==> config.mk <==
export PLATFORM = sky130hd
export DESIGN_NAME = regfile_write_arbiter
export DESIGN_NICKNAME = d
export VERILOG_FILES = /design/src/rtl/regfile_write_arbiter_pkg.sv /design/src/rtl/regfile_write_arbiter_wb_ret_fifo.sv /design/src/rtl/regfile_write_arbiter.sv
export SDC_FILE = /design/constraint.sdc
export NUM_CORES = 1
export LEC_CHECK = 0
export BUFFER_PORTS_ARGS = -buffer_cell sky130_fd_sc_hd__buf_2
export CORE_MARGIN = 1
export CORE_UTILIZATION = 54
export CTS_CLUSTER_SIZE = 20
export DETAILED_ROUTE_END_ITERATION = 8
export PLACE_DENSITY = 0.79
export SLEW_MARGIN = 20
export SYNTH_ARGS = -nofsm -noshare
export SYNTH_HDL_FRONTEND = slang
export SYNTH_HIERARCHICAL = 1
export SYNTH_SLANG_ARGS = --single-unit
==> constraint.sdc <==
create_clock -name clk -period 5.7 [get_ports clk]
set_input_delay 0.57 -clock clk [delete_from_list [all_inputs] [get_ports clk]]
set_output_delay 0.57 -clock clk [all_outputs]
set_load 0.01 [all_outputs]
==> src/rtl/regfile_write_arbiter_pkg.sv <==
// Shared definitions for the register-file write arbiter.
// Holds the default address/data widths, the special write addresses
// (hi, lo, zero), the address-space decode helpers and the enum that
// names which source owns the regwrite port in a given cycle.
package regfile_write_arbiter_pkg;

  localparam int RF_AW = 7;
  localparam int RF_DW = 32;

  localparam logic [RF_AW-1:0] ADDR_HI   = 7'h7F;
  localparam logic [RF_AW-1:0] ADDR_LO   = 7'h40;
  localparam logic [RF_AW-1:0] ADDR_ZERO = 7'h00;

  // Which source drives the regwrite port in the current decision cycle
  typedef enum logic [1:0] {
    SRC_NONE,
    SRC_PIPE,
    SRC_FIFO,
    SRC_LSU
  } wrSrc_e;

  // Writes to the zero register are swallowed by the arbiter
  function automatic logic isZeroAddr(input logic [RF_AW-1:0] addr);
    return addr == ADDR_ZERO;
  endfunction

  // Exact hi or lo destination; these collide with the MDU hl port
  function automatic logic isHiLoAddr(input logic [RF_AW-1:0] addr);
    return (addr == ADDR_HI) || (addr == ADDR_LO);
  endfunction

  // Bit 6 clear and bit 5 set selects the CP0 space
  function automatic logic isCp0Addr(input logic [RF_AW-1:0] addr);
    return !addr[6] && addr[5];
  endfunction

endpackage

==> src/rtl/regfile_write_arbiter_wb_ret_fifo.sv <==
// wb_ret_fifo: small FIFO buffering late load returns until the regwrite
// port is free. Every entry carries a valid bit that a younger pipeline
// write to the same address can clear, so stale loads drain without
// issuing.
// Ports:
//   clk, rst          clock, asynchronous active-high reset
//   push_i            write one entry (caller guarantees not full)
//   pushValid_i       valid bit stored with the pushed entry
//   pushAddr_i/Data_i payload of the pushed entry
//   pop_i             drop the head entry (caller guarantees not empty)
//   squash_i          clear valid on every entry whose addr matches
//   squashAddr_i      address used for the squash match
//   full_o, empty_o   occupancy flags from registered pointers
//   headValid_o/Addr_o/Data_o  current head entry
module wb_ret_fifo
  import regfile_write_arbiter_pkg::*;
#(
  parameter int DEPTH = 2,
  parameter int AW    = RF_AW,
  parameter int DW    = RF_DW
) (
  input  logic          clk,
  input  logic          rst,
  input  logic          push_i,
  input  logic          pushValid_i,
  input  logic [AW-1:0] pushAddr_i,
  input  logic [DW-1:0] pushData_i,
  input  logic          pop_i,
  input  logic          squash_i,
  input  logic [AW-1:0] squashAddr_i,
  output logic          full_o,
  output logic          empty_o,
  output logic          headValid_o,
  output logic [AW-1:0] headAddr_o,
  output logic [DW-1:0] headData_o
);

  localparam int PW = $clog2(DEPTH);

  // Pointers carry one extra wrap bit to tell full from empty
  logic [PW:0]      wrPtr_q, rdPtr_q;
  logic [DEPTH-1:0] entValid_q;
  logic [AW-1:0]    entAddr_q [DEPTH];
  logic [DW-1:0]    entData_q [DEPTH];

  assign empty_o     = (wrPtr_q == rdPtr_q);
  assign full_o      = (wrPtr_q[PW] != rdPtr_q[PW]) &&
                       (wrPtr_q[PW-1:0] == rdPtr_q[PW-1:0]);
  assign headValid_o = entValid_q[rdPtr_q[PW-1:0]];
  assign headAddr_o  = entAddr_q[rdPtr_q[PW-1:0]];
  assign headData_o  = entData_q[rdPtr_q[PW-1:0]];

  // Squash runs over all slots; the freshly pushed slot is written after it,
  // and its valid bit already accounts for any same-cycle squash.
  always_ff @(posedge clk or posedge rst) begin
    if (rst) begin
      wrPtr_q    <= '0;
      rdPtr_q    <= '0;
      entValid_q <= '0;
      for (int i = 0; i < DEPTH; i++) begin
        entAddr_q[i] <= '0;
        entData_q[i] <= '0;
      end
    end else begin
      if (squash_i) begin
        for (int i = 0; i < DEPTH; i++) begin
          if (entAddr_q[i] == squashAddr_i) begin
            entValid_q[i] <= 1'b0;
          end
        end
      end
      if (push_i) begin
        entValid_q[wrPtr_q[PW-1:0]] <= pushValid_i;
        entAddr_q[wrPtr_q[PW-1:0]]  <= pushAddr_i;
        entData_q[wrPtr_q[PW-1:0]]  <= pushData_i;
        wrPtr_q                     <= wrPtr_q + 1'b1;
      end
      if (pop_i) begin
        rdPtr_q <= rdPtr_q + 1'b1;
      end
    end
  end

endmodule

==> src/rtl/regfile_write_arbiter.sv <==
// regfile_write_arbiter: sole owner of the register-file write side.
// Merges the in-order WB stage (top priority, never stalled), late load
// returns (buffered in wb_ret_fifo) and 64-bit MDU hi/lo results (1-entry
// holding register). All register-file outputs are registered: a decision
// made in cycle N is presented in cycle N+1 for exactly one cycle.
// Ports:
//   clk, rst                      clock, asynchronous active-high reset
//   pipe_we/addr/data             WB-stage write, accepted every cycle
//   lsu_valid/ready/addr/data     late load return handshake
//   mdu_valid/ready/data          MDU {hi,lo} result handshake
//   regwrite/write_addr/write_data  register_file GPR/CP0/hi-lo write port
//   hl_we/hl_data                 register_file combined hi/lo write port
//   lsu_pend                      load return FIFO is non-empty
module regfile_write_arbiter
  import regfile_write_arbiter_pkg::*;
#(
  parameter int LSU_DEPTH = 2,
  parameter int AW        = RF_AW,
  parameter int DW        = RF_DW
) (
  input  logic            clk,
  input  logic            rst,
  input  logic            pipe_we,
  input  logic [AW-1:0]   pipe_addr,
  input  logic [DW-1:0]   pipe_data,
  input  logic            lsu_valid,
  output logic            lsu_ready,
  input  logic [AW-1:0]   lsu_addr,
  input  logic [DW-1:0]   lsu_data,
  input  logic            mdu_valid,
  output logic            mdu_ready,
  input  logic [2*DW-1:0] mdu_data,
  output logic            regwrite,
  output logic [AW-1:0]   write_addr,
  output logic [DW-1:0]   write_data,
  output logic            hl_we,
  output logic [2*DW-1:0] hl_data,
  output logic            lsu_pend
);

  logic            fifoFull, fifoEmpty;
  logic            headValid;
  logic [AW-1:0]   headAddr;
  logic [DW-1:0]   headData;

  logic            pipeBusy, hlBlocked;
  logic            lsuAccept, mduAccept;
  logic            popHead, bypassLsu, pushLsu, pushValid;
  wrSrc_e          wrSrc;

  logic            regwrite_q, regwrite_d;
  logic [AW-1:0]   writeAddr_q, writeAddr_d;
  logic [DW-1:0]   writeData_q, writeData_d;
  logic            hlWe_q, hlWe_d;
  logic [2*DW-1:0] hlData_q, hlData_d;
  logic            holdValid_q, holdValid_d;
  logic [2*DW-1:0] holdData_q, holdData_d;

  // Ready flags depend on registered state only
  assign lsu_ready = !fifoFull;
  assign mdu_ready = !holdValid_q;
  assign lsu_pend  = !fifoEmpty;

  assign regwrite   = regwrite_q;
  assign write_addr = writeAddr_q;
  assign write_data = writeData_q;
  assign hl_we      = hlWe_q;
  assign hl_data    = hlData_q;

  wb_ret_fifo #(
    .DEPTH (LSU_DEPTH),
    .AW    (AW),
    .DW    (DW)
  ) u_fifo (
    .clk          (clk),
    .rst          (rst),
    .push_i       (pushLsu),
    .pushValid_i  (pushValid),
    .pushAddr_i   (lsu_addr),
    .pushData_i   (lsu_data),
    .pop_i        (popHead),
    .squash_i     (pipeBusy),
    .squashAddr_i (pipe_addr),
    .full_o       (fifoFull),
    .empty_o      (fifoEmpty),
    .headValid_o  (headValid),
    .headAddr_o   (headAddr),
    .headData_o   (headData)
  );

  // A pipe write to the zero register is dropped and leaves the port free
  // for the FIFO. A load accepted while the port is free and the FIFO is
  // empty skips the FIFO. A load pushed in the same cycle as a pipe write
  // to its address is already stale, so it enters the FIFO invalid.
  always_comb begin
    pipeBusy  = pipe_we && !isZeroAddr(pipe_addr);
    hlBlocked = pipe_we && isHiLoAddr(pipe_addr);
    lsuAccept = lsu_valid && lsu_ready;
    mduAccept = mdu_valid && mdu_ready;
    popHead   = !pipeBusy && !fifoEmpty;
    bypassLsu = !pipeBusy && fifoEmpty && lsuAccept;
    pushLsu   = lsuAccept && !bypassLsu;
    pushValid = !(pipeBusy && (lsu_addr == pipe_addr));

    wrSrc = SRC_NONE;
    if (pipeBusy) begin
      wrSrc = SRC_PIPE;
    end else if (popHead) begin
      wrSrc = SRC_FIFO;
    end else if (bypassLsu) begin
      wrSrc = SRC_LSU;
    end
  end

  // Regwrite port next state; squashed or zero-address entries still pop
  // but present nothing.
  always_comb begin
    regwrite_d  = 1'b0;
    writeAddr_d = '0;
    writeData_d = '0;
    case (wrSrc)
      SRC_PIPE: begin
        regwrite_d  = 1'b1;
        writeAddr_d = pipe_addr;
        writeData_d = pipe_data;
      end
      SRC_FIFO: begin
        if (headValid && !isZeroAddr(headAddr)) begin
          regwrite_d  = 1'b1;
          writeAddr_d = headAddr;
          writeData_d = headData;
        end
      end
      SRC_LSU: begin
        if (!isZeroAddr(lsu_addr)) begin
          regwrite_d  = 1'b1;
          writeAddr_d = lsu_addr;
          writeData_d = lsu_data;
        end
      end
      default: begin
      end
    endcase
  end

  // hl port: a held result goes first; a new result bypasses the holding
  // register when nothing blocks it. A pipe mthi/mtlo blocks the hl port so
  // the MDU result lands after it.
  always_comb begin
    hlWe_d      = 1'b0;
    hlData_d    = '0;
    holdValid_d = holdValid_q;
    holdData_d  = holdData_q;
    if (holdValid_q) begin
      if (!hlBlocked) begin
        hlWe_d      = 1'b1;
        hlData_d    = holdData_q;
        holdValid_d = 1'b0;
      end
    end else if (mduAccept) begin
      if (!hlBlocked) begin
        hlWe_d   = 1'b1;
        hlData_d = mdu_data;
      end else begin
        holdValid_d = 1'b1;
        holdData_d  = mdu_data;
      end
    end
  end

  // Output and holding registers; reset clears them immediately
  always_ff @(posedge clk or posedge rst) begin
    if (rst) begin
      regwrite_q  <= 1'b0;
      writeAddr_q <= '0;
      writeData_q <= '0;
      hlWe_q      <= 1'b0;
      hlData_q    <= '0;
      holdValid_q <= 1'b0;
      holdData_q  <= '0;
    end else begin
      regwrite_q  <= regwrite_d;
      writeAddr_q <= writeAddr_d;
      writeData_q <= writeData_d;
      hlWe_q      <= hlWe_d;
      hlData_q    <= hlData_d;
      holdValid_q <= holdValid_d;
      holdData_q  <= holdData_d;
    end
  end

endmodule

After elaboration in Yosys (flattened, before gate mapping)
Cells that the tools add are included.
{"block": "classes", "add_sub_neg": 2, "magnitude_cmp": 6, "n_eq_ne": 11, "mux": 43, "n_bitwise": 3, "reduce_logical": 26}
{"cell": "2-to-1 mux 64 bit", "count": 4}
{"cell": "2-to-1 mux 32 bit", "count": 6}
{"cell": "one-hot mux 32 bit (3 select lines)", "count": 1}
{"cell": "bitwise mux 64 bit", "count": 1}
{"cell": "2-to-1 mux 7 bit", "count": 6}
{"cell": "demux 32 bit (select 1 bit)", "count": 1}
{"cell": "equality test 7 bit", "count": 3}
{"cell": "zero test 7 bit", "count": 3}
{"cell": "one-hot mux 7 bit (3 select lines)", "count": 1}
{"cell": "bitwise mux 14 bit", "count": 1}
{"cell": "equality test 7 bit (second input constant)", "count": 2}
{"cell": "logical AND 1 bit", "count": 13}
{"cell": "2-to-1 mux 1 bit", "count": 13}
{"cell": "2-to-1 mux 2 bit", "count": 5}
{"cell": "zero test 1 bit", "count": 8}
{"cell": "demux 7 bit (select 1 bit)", "count": 1}
{"cell": "adder 2 x 1 -> 2 bit (second input constant)", "count": 2}
{"cell": "equality test 2 bit (second input constant)", "count": 2}
{"cell": ">= comparator 2 bit (second input constant)", "count": 2}
{"cell": "less-than comparator 1 x 2 -> 1 bit (second input constant)", "count": 2}
{"cell": "inverter 1 -> 2 bit", "count": 2}
{"cell": "one-hot mux 1 bit (3 select lines)", "count": 1}
{"cell": "AND reduction 3 bit", "count": 1}
{"cell": "bitwise mux 2 bit", "count": 1}
{"cell": "other kinds (9)", "count": 9}
{"block": "totals", "register_bits": 254, "in_bits": 147, "elab_cells": 105}

Longest topological paths before layout
Gate-level depths: netlist of run 1.
{"block": "depth", "ltp_word": 11, "ltp_mapped": 9, "mapped_depth_nobuf": 7}

Modules after synthesis
Netlist of run 1, hierarchy kept.
{"mod": "regfile_write_arbiter", "instances": 1, "cells_each": 539, "area_per_inst_um2": 6892.9, "seq_area_each_um2": 4254.1}
{"mod": "wb_ret_fifo", "instances": 1, "cells_each": 251, "area_per_inst_um2": 3842.4, "seq_area_each_um2": 2102.0}

Least setup slack after synthesis of run 1
OpenSTA, ideal clock, no wires.
{"block": "synth_timing", "kind": "in2reg", "start": "input pipe_addr[0]", "end": "register u_fifo/entAddr_q[3] (netlist bit)", "setup_ns": 0.125, "arrival_ns": 2.686, "required_time_ns": 5.575, "slack_ns": 2.889, "path_stages": 8, "path_buffers": 2, "path_cell_list": "or4_4 -> o31ai_4 -> inv_2 -> clkbuf_1 -> o211a_1 -> nand2_4 -> clkbuf_8 -> mux2_2"}
{"block": "synth_between", "elab_chain_len": 8}
{"item": "from (decl)", "line_no": "regfile_write_arbiter.sv:24", "rtl": "input logic [AW-1:0] pipe_addr,"}
{"item": "zero test 7 bit", "line_no": "regfile_write_arbiter_pkg.sv:24", "rtl": "return addr == ADDR_ZERO;"}
{"item": "zero test 1 bit", "line_no": "regfile_write_arbiter.sv:96", "rtl": "pipeBusy = pipe_we && !isZeroAddr(pipe_addr);"}
{"item": "logical AND 1 bit", "line_no": "regfile_write_arbiter.sv:96"}
{"item": "via pipeBusy", "line_no": "regfile_write_arbiter.sv:46", "rtl": "logic pipeBusy, hlBlocked;"}
{"item": "zero test 1 bit", "line_no": "regfile_write_arbiter.sv:101", "rtl": "bypassLsu = !pipeBusy && fifoEmpty && lsuAccept;"}
{"item": "logical AND 1 bit (2 in series)", "line_no": "regfile_write_arbiter.sv:101"}
{"item": "zero test 1 bit", "line_no": "regfile_write_arbiter.sv:102", "rtl": "pushLsu = lsuAccept && !bypassLsu;"}
{"item": "logical AND 1 bit", "line_no": "regfile_write_arbiter.sv:102"}
{"item": "via pushLsu", "line_no": "regfile_write_arbiter.sv:48", "rtl": "logic popHead, bypassLsu, pushLsu, pushValid;"}
{"item": "to (signal, indexed assignment)", "line_no": "regfile_write_arbiter_wb_ret_fifo.sv:74", "rtl": "entAddr_q[wrPtr_q[PW-1:0]] <= pushAddr_i;"}
{"item": "to (decl)", "line_no": "regfile_write_arbiter_wb_ret_fifo.sv:43", "rtl": "logic [AW-1:0] entAddr_q [DEPTH];"}
The timed path passes the listed nets, and every way through them passes these cells.
A chain may end at the register's enable or synchronous reset.

Worst setup path in the final report of run 1
{"block": "layout_timing", "start": "register u_fifo.rdPtr_q[0]", "end": "register writeData_q[7] (netlist: write_data[7])"}
{"item": "from (decl)", "line_no": "regfile_write_arbiter_wb_ret_fifo.sv:41", "rtl": "logic [PW:0] wrPtr_q, rdPtr_q;"}
{"item": "from (signal assigned)", "line_no": "regfile_write_arbiter_wb_ret_fifo.sv:79", "rtl": "rdPtr_q <= rdPtr_q + 1'b1;"}
{"item": "inverter 1 -> 2 bit (not written as such)", "line_no": "regfile_write_arbiter_wb_ret_fifo.sv:50", "rtl": "assign headAddr_o = entAddr_q[rdPtr_q[PW-1:0]];"}
{"item": "2-to-1 mux 7 bit (not written as such) (3 in series)", "line_no": "regfile_write_arbiter_wb_ret_fifo.sv:50"}
{"item": "via headAddr[3]", "line_no": "regfile_write_arbiter.sv:43", "rtl": "logic [AW-1:0] headAddr;"}
{"item": "zero test 7 bit", "line_no": "regfile_write_arbiter_pkg.sv:24"}
{"item": "zero test 1 bit", "line_no": "regfile_write_arbiter.sv:128", "rtl": "if (headValid && !isZeroAddr(headAddr)) begin"}
{"item": "logical AND 1 bit", "line_no": "regfile_write_arbiter.sv:128"}
{"item": "2-to-1 mux 32 bit", "line_no": "regfile_write_arbiter.sv:128"}
{"item": "one-hot mux 32 bit (3 select lines)", "line_no": "regfile_write_arbiter.sv:121", "rtl": "case (wrSrc)"}
{"item": "via writeData_d[7]", "line_no": "regfile_write_arbiter.sv:53", "rtl": "logic [DW-1:0] writeData_q, writeData_d;"}
{"item": "to (signal assigned)", "line_no": "regfile_write_arbiter.sv:184", "rtl": "writeData_q <= writeData_d;"}
{"item": "to (decl)", "line_no": "regfile_write_arbiter.sv:53"}
The timed path passes the listed nets, and every way through them passes these cells. The select of a mux whose other input is x is not followed.

==> out/metrics.yaml, run 1 <==
slew_headroom: 0.2946
grt_pass1_wl_mm: 37.94
finalWirelength_mm: 24.28
start_util: 0.5516
synth.most_common_cell: "dfrtp_1"
synth_top_area_frac: 0.5921
clk_latency_ns: 0.52
async_reset_ff_frac: 1.000
pwr_density_cell_nw_per_um2: 471.9
syn_nets: 937
hpwl_mm: 15.55
cp-end-kind: "register"
firstDrtPassIters: 5
area_growth_pct: 20.57
cp_max_fo: 43
worstPathRequired_ns: 6.09
ir_drop_uv: 315.8
drt-vias-per-instance: 5.570
nets: 1174
row_count: 51
htreeDepth: 1
hold_buffers: 0
core_um2: 19460
worst_pin_slew_ns: 1.058
leakagePower_uw: 0.006570
cts.path.max_buffers: 3
remaining_drc_errors: 0
grt_max_degree: 85
portBuffers: 254
timing.critical_path.from_type: "register"
post-cts-setup-buffer-count: 0
post_cts_resize_count: 0
yosys_warnings: 6
setup_viol: 0
root_buffer: "clkbuf_16"
ys_seq_area_frac: 0.5921
status: "finished clean"
synth_seq_cells: 254
cts.sinks: 254
drive_gt1_frac: 0.4207
wl_per_cell_um: 18.56
synth_edf_count: 0
rsz0062_at_grt: "false"
yosys-top-cells-area: "dfrtp_1, mux2_2, mux2_1"
max_freq_mhz: 289.6
grt_pass1_vias: 7278
wl_met1_mm: 10.20
min_period_ns: 3.453
avgSynthCellArea_um2: 13.59
synth_flop_cell: "dfrtp_1"
die_w_um: 143.0
placed_cells: 1264
clk_pin_slew_worst_paths_ns: 0.06
post-synth-top-area-cell: "dfrtp_1"
die_area_um2: 20450
fin_worst_skew_ns: 0.006439
syn-cell-area_um2: 10740
cts_made_buffers: 26
place_congestion: 0.8264
setup_tns_ns: 0
grt_use_total: 0.2384
slew_viol_final: 0
synth.top_cells.by_count: "dfrtp_1, mux2_2, nor2_1, a22oi_1, mux2_1"
fin_cells: 1308
num_io_pins: 255
cp.arrival_ns: 3.84
ant_nets: 0
grt-ovfl-total: 0
yosysUniqueCellTypes: 42
cts_tree: "done"
num_vias: 7285
final_hold_viol_count: 0
drt-initial-drc-count: 317
drv_cap: 0
dr_wl_met3_mm: 1.850
die_h_um: 143.0
dr.max_layer_used: "met4"
timing.final.crit_share: 0.6058
synthCells: 790
dr_wl_met2_mm: 11.73
hold_path.class: "input port to asynchronous set/reset pin"
path_class: "register to register"
antenna_found_initial: 2
critical path: stages (launching register included):
cell and delay (ns):
dfrtp_2 1.07, mux2_2 0.44, or4_1 0.53, o41ai_1 0.58
nor2_2 0.05, buf_4 0.27, a221o_1 0.35
flip-flops by register name, indices dropped and copies added, names as in the netlist:
| signal | count |
|---|---|
| hl_data | 64 |
| hl_we | 1 |
| holdData_q | 64 |
| holdValid_q | 1 |
| regwrite | 1 |
| u_fifo/entAddr_q | 14 |
| u_fifo/entData_q | 64 |
| u_fifo/entValid_q | 2 |
| u_fifo/rdPtr_q | 2 |
| u_fifo/wrPtr_q | 2 |
| write_addr | 7 |
| write_data | 32 |
routing by layer:
layer | up-vias | GRT usage
met5 | - | 0
met2 | 288 | 0.3961
met3 | 39 | 0.05667
li1 | 3341 | -
met4 | 0 | 0.07074
met1 | 3617 | 0.3103
final cells by class:
type	instances	area (µm²)
clock buffer	38	807.0
multi-input combinational	474	4011
inverter	7	32.53
timing repair buffer	264	1350
sequential	254	6359
fill	1457	6519
tap	265	331.6
antenna	2	5.005
clock inverter	4	47.55
kinds of logic (layout without fill, tap and decap cells):
group | Yosys count | count (layout) | synth area share
mux | 182 | 182 | 0.1920
other cells | 0 | 2 | 0
buf+inv | 62 | 313 | 0.03648
flops | 254 | 254 | 0.5921
compound gates | 120 | 120 | 0.09021
simple gates | 145 | 145 | 0.06725
xor+xnor | 27 | 27 | 0.02203
final timing paths:
path	from	end	slack, ns	cells after the start
min	rst	holdData_q[50]	0.18	2
min in group clk	mdu_data[45]	holdData_q[45]	0.28	2
min reg2reg	holdData_q[57]	holdData_q[57]	0.48	1
max reg2reg	u_fifo/rdPtr_q[0]	write_data[7]	2.25	6
max	u_fifo/rdPtr_q[0]	write_data[7]	2.25	6
max in group asynchronous	rst	holdData_q[24]	4.27	3
report_power, final:
| part | internal (µW) | switching (µW) | leakage (µW) |
|---|---|---|---|
| combinational | 982 | 844 | 0.00294 |
| sequential | 2310 | 299 | 0.00321 |
| clock | 1010 | 661 | 0.000422 |
| total | 4300 | 1800 | 0.00657 |
cells in the final DEF (no fill, tap or decap), types with 11 or more instances in the layout:
cell type and instances:
a221o_1 32, a22oi_1 63, and3_1 40, buf_2 254
clkbuf_16 27, dfrtp_1 252, mux2_1 63, mux2_2 116
nand2_1 11, nor2_1 69, xnor2_1 16, xor2_1 11
metrics by stage:
step,hold slack [ns],area [µm²],power (µW),setup slack (ns),util
2_1_floorplan,0.4584,10740,3954,0.5266,-
3_3_place_gp,0.4673,12080,4381,1.940,0.6207
3_5_place_dp,0.4746,12080,4449,1.878,0.6207
4_1_cts,0.2183,12930,6149,2.257,0.6646
5_1_grt,0.2492,12940,6422,2.092,0.6648
6_report,0.1840,12940,6108,2.247,0.6651
No activity file was read; power rests on OpenSTA's default activity.
==> run 2: changes to the inputs <==
clock period = 3.4 ns   (was 5.7 ns; I/O delays follow)
==> run 2 against run 1 <==
Compared with the run above:
- global-route usage decreased by 0.42 points
- register-to-register slack got worse by 1.6 ns
- cell area increased by 0.79%
- clock power increased by 71%
- highest routed layer is now met5
- largest power group unchanged
- flip-flop and latch count unchanged
- sequential share of layout area decreased by 0.39 points
- worst hold slack got worse by 0.13 ns
- power increased by 68%
- setup slack got worse by 1.6 ns
- routed wire length decreased by 1.5%
==> out/metrics.yaml, run 2 (synthesis results as in run 1) <==
status: "finished clean"
die_area_um2: 20450
rsz0062_at_grt: "false"
cp_num_buf_inv: 2
regToRegSetupSlack_ns: 0.61
ant_nets: 0
timing.final.crit_share: 0.8207
cts.sinks: 254
portBuffers: 254
cp_max_fo: 41
place_ws_ns: 0.5807
setup_viol: 0
drt-initial-drc-count: 343
rr_endpoint: "u_fifo/entData_q[12]"
grt-ovfl-total: 0
drv_cap: 0
num_vias: 7311
cp_slowest_cell: "nand2_4"
cpLargestDelayFamily: "simple AND/OR/NAND/NOR gates"
drt-vias-per-instance: 5.551
num_io_pins: 255
pwr_density_cell_nw_per_um2: 788.5
finalWirelength_mm: 23.91
ir_drop_uv: 526.5
design_area_um2: 13050
hold_depth: 2
worst_pin_slew_ns: 0.9574
cts.path.max_buffers: 3
cts_tree: "done"
grt_pass1_wl_mm: 37.78
leakagePower_uw: 0.006609
htreeDepth: 1
antenna_found_initial: 3
grt_pass1_vias: 7356
firstDrtPassIters: 6
grt_use_total: 0.2342
cts_made_buffers: 26
path_class: "register to register"
hold_buffers: 1
min_period_ns: 2.790
clk_latency_ns: 0.51
remaining_drc_errors: 0
cp-end-kind: "register"
worst_slack_ns: 0.6098
nets: 1179
cp_cell_sequence: "buf_4 > xor2_1 > nor2_1 > inv_1 > o211a_1 > nand2_4 > mux2_2"
die_w_um: 143.0
critPathLaunch: "u_fifo/rdPtr_q[0]"
root_buffer: "clkbuf_16"
num-fill-cells: 1412
setup_tns_ns: 0
die_h_um: 143.0
start_util: 0.5516
post_cts_resize_count: 0
timing.rr.start: "u_fifo/rdPtr_q[0]"
slew_viol_final: 0
max_freq_mhz: 358.4
placed_cells: 1268
layout_commonest_cell: "buf_2"
dpl_cell_area_um2: 12150
cp.arrival_ns: 3.18
grt_max_degree: 171
final_hold_viol_count: 0
clk_pin_slew_worst_paths_ns: 0.06
hpwl_mm: 15.60
core_um2: 19460
final_cell_mix: "buf_2, dfrtp_1, mux2_2"
slew_headroom: 0.3617
post-cts-setup-buffer-count: 0
endpoint: "u_fifo/entData_q[12]"
fin_worst_skew_ns: 0.01385
area_growth_pct: 21.53
wl_per_cell_um: 18.15
slowest_delay_ns: 0.51
drive_gt1_frac: 0.4225
place_congestion: 0.8917
cp_num_cells: 7
hold_path.class: "input port to register"
worstPathRequired_ns: 3.79
reg2regPathDepth: 7
fin_cells: 1317
timing.critical_path.from_type: "register"
row_count: 51
-- run 2: changes by cell type in the layout (fill, tap and decap cells not counted), sizes merged --
cell / previous run / this run
buf: 264 / 268
clkbuf: 38 / 42
clkinvlp: 1 / 3
diode: 2 / 1
dlygate4sd3: 0 / 1
inv: 6 / 5
-- run 2: power breakdown --
part           internal, µW  total [µW]  switching (µW)  leakage [µW]
clock                  1740        2850            1110      0.000433
combinational          1670        3150            1480       0.00297
sequential             3870        4290             419       0.00321
total                  7280       10300            3010       0.00661
-- run 2: per-layer routing --
metal	global-route usage	wire, µm	vias to the layer above
met1	0.3069	10030	3648
met4	0.05716	467	6
met3	0.05835	1837	45
li1	-	-	3355
met5	0	39	-
met2	0.3902	11530	257
-- run 2: through the flow --
stage	util	hold slack, ns	power [µW]
CTS	0.6702	0.04103	10370
global route	0.6702	0.04705	10850
detailed placement	0.6241	0.4752	7490
finish	0.6703	0.05557	10290
global placement	0.6241	0.4670	7377
floorplan	-	0.4568	6629
-- run 2: area by class of cell --
class                   count  area [µm²]  share of cell area
flip-flops and latches    254        6359              0.4874
multi-input cells         474        4011              0.3075
repair buffers            269        1424              0.1091
clock buffers              42       832.0             0.06378
well taps                 265       331.6             0.02541
clock inverters             5       55.05            0.004220
inverters                   7       31.28            0.002398
diodes                      1       2.502           0.0001918
-- run 2: how the worst min path moves through the flow --
stage	start	endpoint
floorplan	pipe_addr[0]	write_addr[0]
global placement	holdData_q[58]	holdData_q[58]
detailed placement	holdData_q[61]	holdData_q[61]
CTS	mdu_data[2]	holdData_q[2]
global route	mdu_data[2]	holdData_q[2]
finish	pipe_data[26]	write_data[26]
==> run 3: changes to the inputs <==
clock period = 2.9 ns   (was 3.4 ns; I/O delays follow)
==> run 3 against run 2 <==
Compared with the run above:
- setup slack got worse by 0.37 ns
- register-to-register slack got worse by 0.37 ns
- clock skew is 0.0071 ns lower
- cell area rose by 4.9%
- combinational power increased by 24%
- via count grew 4.8%
- critical path depth unchanged
- clock-buffer cell count fell by 2
- critical path type unchanged
- largest power group unchanged
==> out/metrics.yaml, run 3 (synthesis results as in run 1) <==
place_ws_ns: 0.2703
cpLargestDelayFamily: "compound AO/OA/AOI/OAI gates"
setup_tns_ns: 0
die_h_um: 143.0
ir_drop_uv: 564.7
remaining_drc_errors: 0
cts_tree: "done"
cp_slowest_cell: "dfrtp_2"
drive_gt1_frac: 0.4074
min_period_ns: 2.665
setup_viol: 0
slowest_delay_ns: 0.55
drt-vias-per-instance: 5.565
path_class: "register to register"
clk_latency_ns: 0.51
core_um2: 19460
portBuffers: 254
final_hold_viol_count: 0
multi_input_area_um2: 4011
firstDrtPassIters: 5
rr_endpoint: "write_data[28]"
num_vias: 7663
cp_max_fo: 32
reg2regPathDepth: 7
timing.critical_path.from_type: "register"
final_cell_mix: "buf_2, dfrtp_1, mux2_2"
grt_max_degree: 65
antenna_found_initial: 3
cp_cell_sequence: "mux2_2 > or4_1 > o41ai_1 > buf_4 > nor2_2 > buf_12 > a221o_1"
placed_cells: 1278
slew_viol_final: 0
layout_commonest_cell: "buf_2"
hpwl_mm: 16.36
start_util: 0.5516
grt_pass1_wl_mm: 40.93
clk_pin_slew_worst_paths_ns: 0.06
cp-end-kind: "register"
timing.final.crit_share: 0.9190
critPathLaunch: "u_fifo/rdPtr_q[0]"
num-fill-cells: 1327
place_congestion: 0.8569
slew_headroom: 0.4094
fin_worst_skew_ns: 0.006749
drt-initial-drc-count: 434
hold_depth: 2
timing.rr.start: "u_fifo/rdPtr_q[0]"
post_cts_resize_count: 0
num_antenna_cells: 0
worst_slack_ns: 0.2349
cts_made_buffers: 27
htreeDepth: 1
hold_path.class: "input port to register"
drv_cap: 0
nets: 1241
grt_pass1_vias: 7827
grt-ovfl-total: 0
cts.sinks: 254
leakagePower_uw: 0.006895
die_w_um: 143.0
worstPathRequired_ns: 3.29
cp_num_buf_inv: 2
finalWirelength_mm: 25.86
grt_use_total: 0.2567
max_freq_mhz: 375.2
cts.path.max_buffers: 3
pwr_density_cell_nw_per_um2: 908.7
ant_nets: 0
min_to: "write_data[5]"
hold_ws_ns: 0.004514
die_area_um2: 20450
row_count: 51
utilization: 0.7032
wl_per_cell_um: 18.78
regToRegSetupSlack_ns: 0.23
fin_cells: 1377
root_buffer: "clkbuf_16"
min_from: "pipe_data[5]"
worst_pin_slew_ns: 0.8840
num_io_pins: 255
cp.arrival_ns: 3.05
regArea_um2: 6359
area_growth_pct: 27.49
rsz0062_at_grt: "false"
status: "finished clean"
==> run 3: layer usage <==
layer	up-vias	wire length, µm	track usage	share of wire
met4	6	534	0.07131	0.021
met3	55	1904	0.05936	0.074
met1	3847	10560	0.3206	0.41
met2	277	12820	0.4457	0.50
met5	-	37	0	0.0014
li1	3478	-	-	-
==> run 3: timing repair <==
item,4_1_cts,5_1_grt
hold buffers,52,0
endpoints found under the hold margin,80,0
setup buffers,0,0
==> run 3: worst reg2reg max path, cell delays in order, from the launching register on <==
cell     delay (ns)
dfrtp_2        0.55
mux2_2         0.39
or4_1          0.52
o41ai_1        0.32
buf_4          0.19
nor2_2         0.04
buf_12         0.19
a221o_1        0.34
==> run 3: stage by stage <==
stage,area (µm²),power (µW)
after floorplan,10740,7771
after global placement,12260,8759
after detailed placement,12260,8915
after CTS,13690,12470
after global routing,13690,13080
final,13690,12440
==> run 3: worst max-delay path by stage <==
stage,end,slack (ns),depth (start not counted)
finish,write_data[28],0.23,7
global route,write_data[28],0.22,7
CTS,write_data[17],0.28,7
detailed placement,u_fifo/entData_q[61],0.27,8
global placement,u_fifo/entData_q[35],0.33,8
floorplan,write_data[10],0.33,8
==> run 3: report_power, final <==
part	internal [µW]	leakage [µW]	switching (µW)
logic	2090	0.00324	1830
clock network	2140	0.000444	1320
registers	4540	0.00321	506
total	8770	0.00689	3660
==> run 3: layout make-up <==
type	instances	share of cell area
clock buffer	40	0.05805
clock inverter	7	0.008227
multi-input combinational	474	0.2931
tap	265	0.02423
sequential	254	0.4646
timing repair buffer	330	0.1496
inverter	7	0.002285
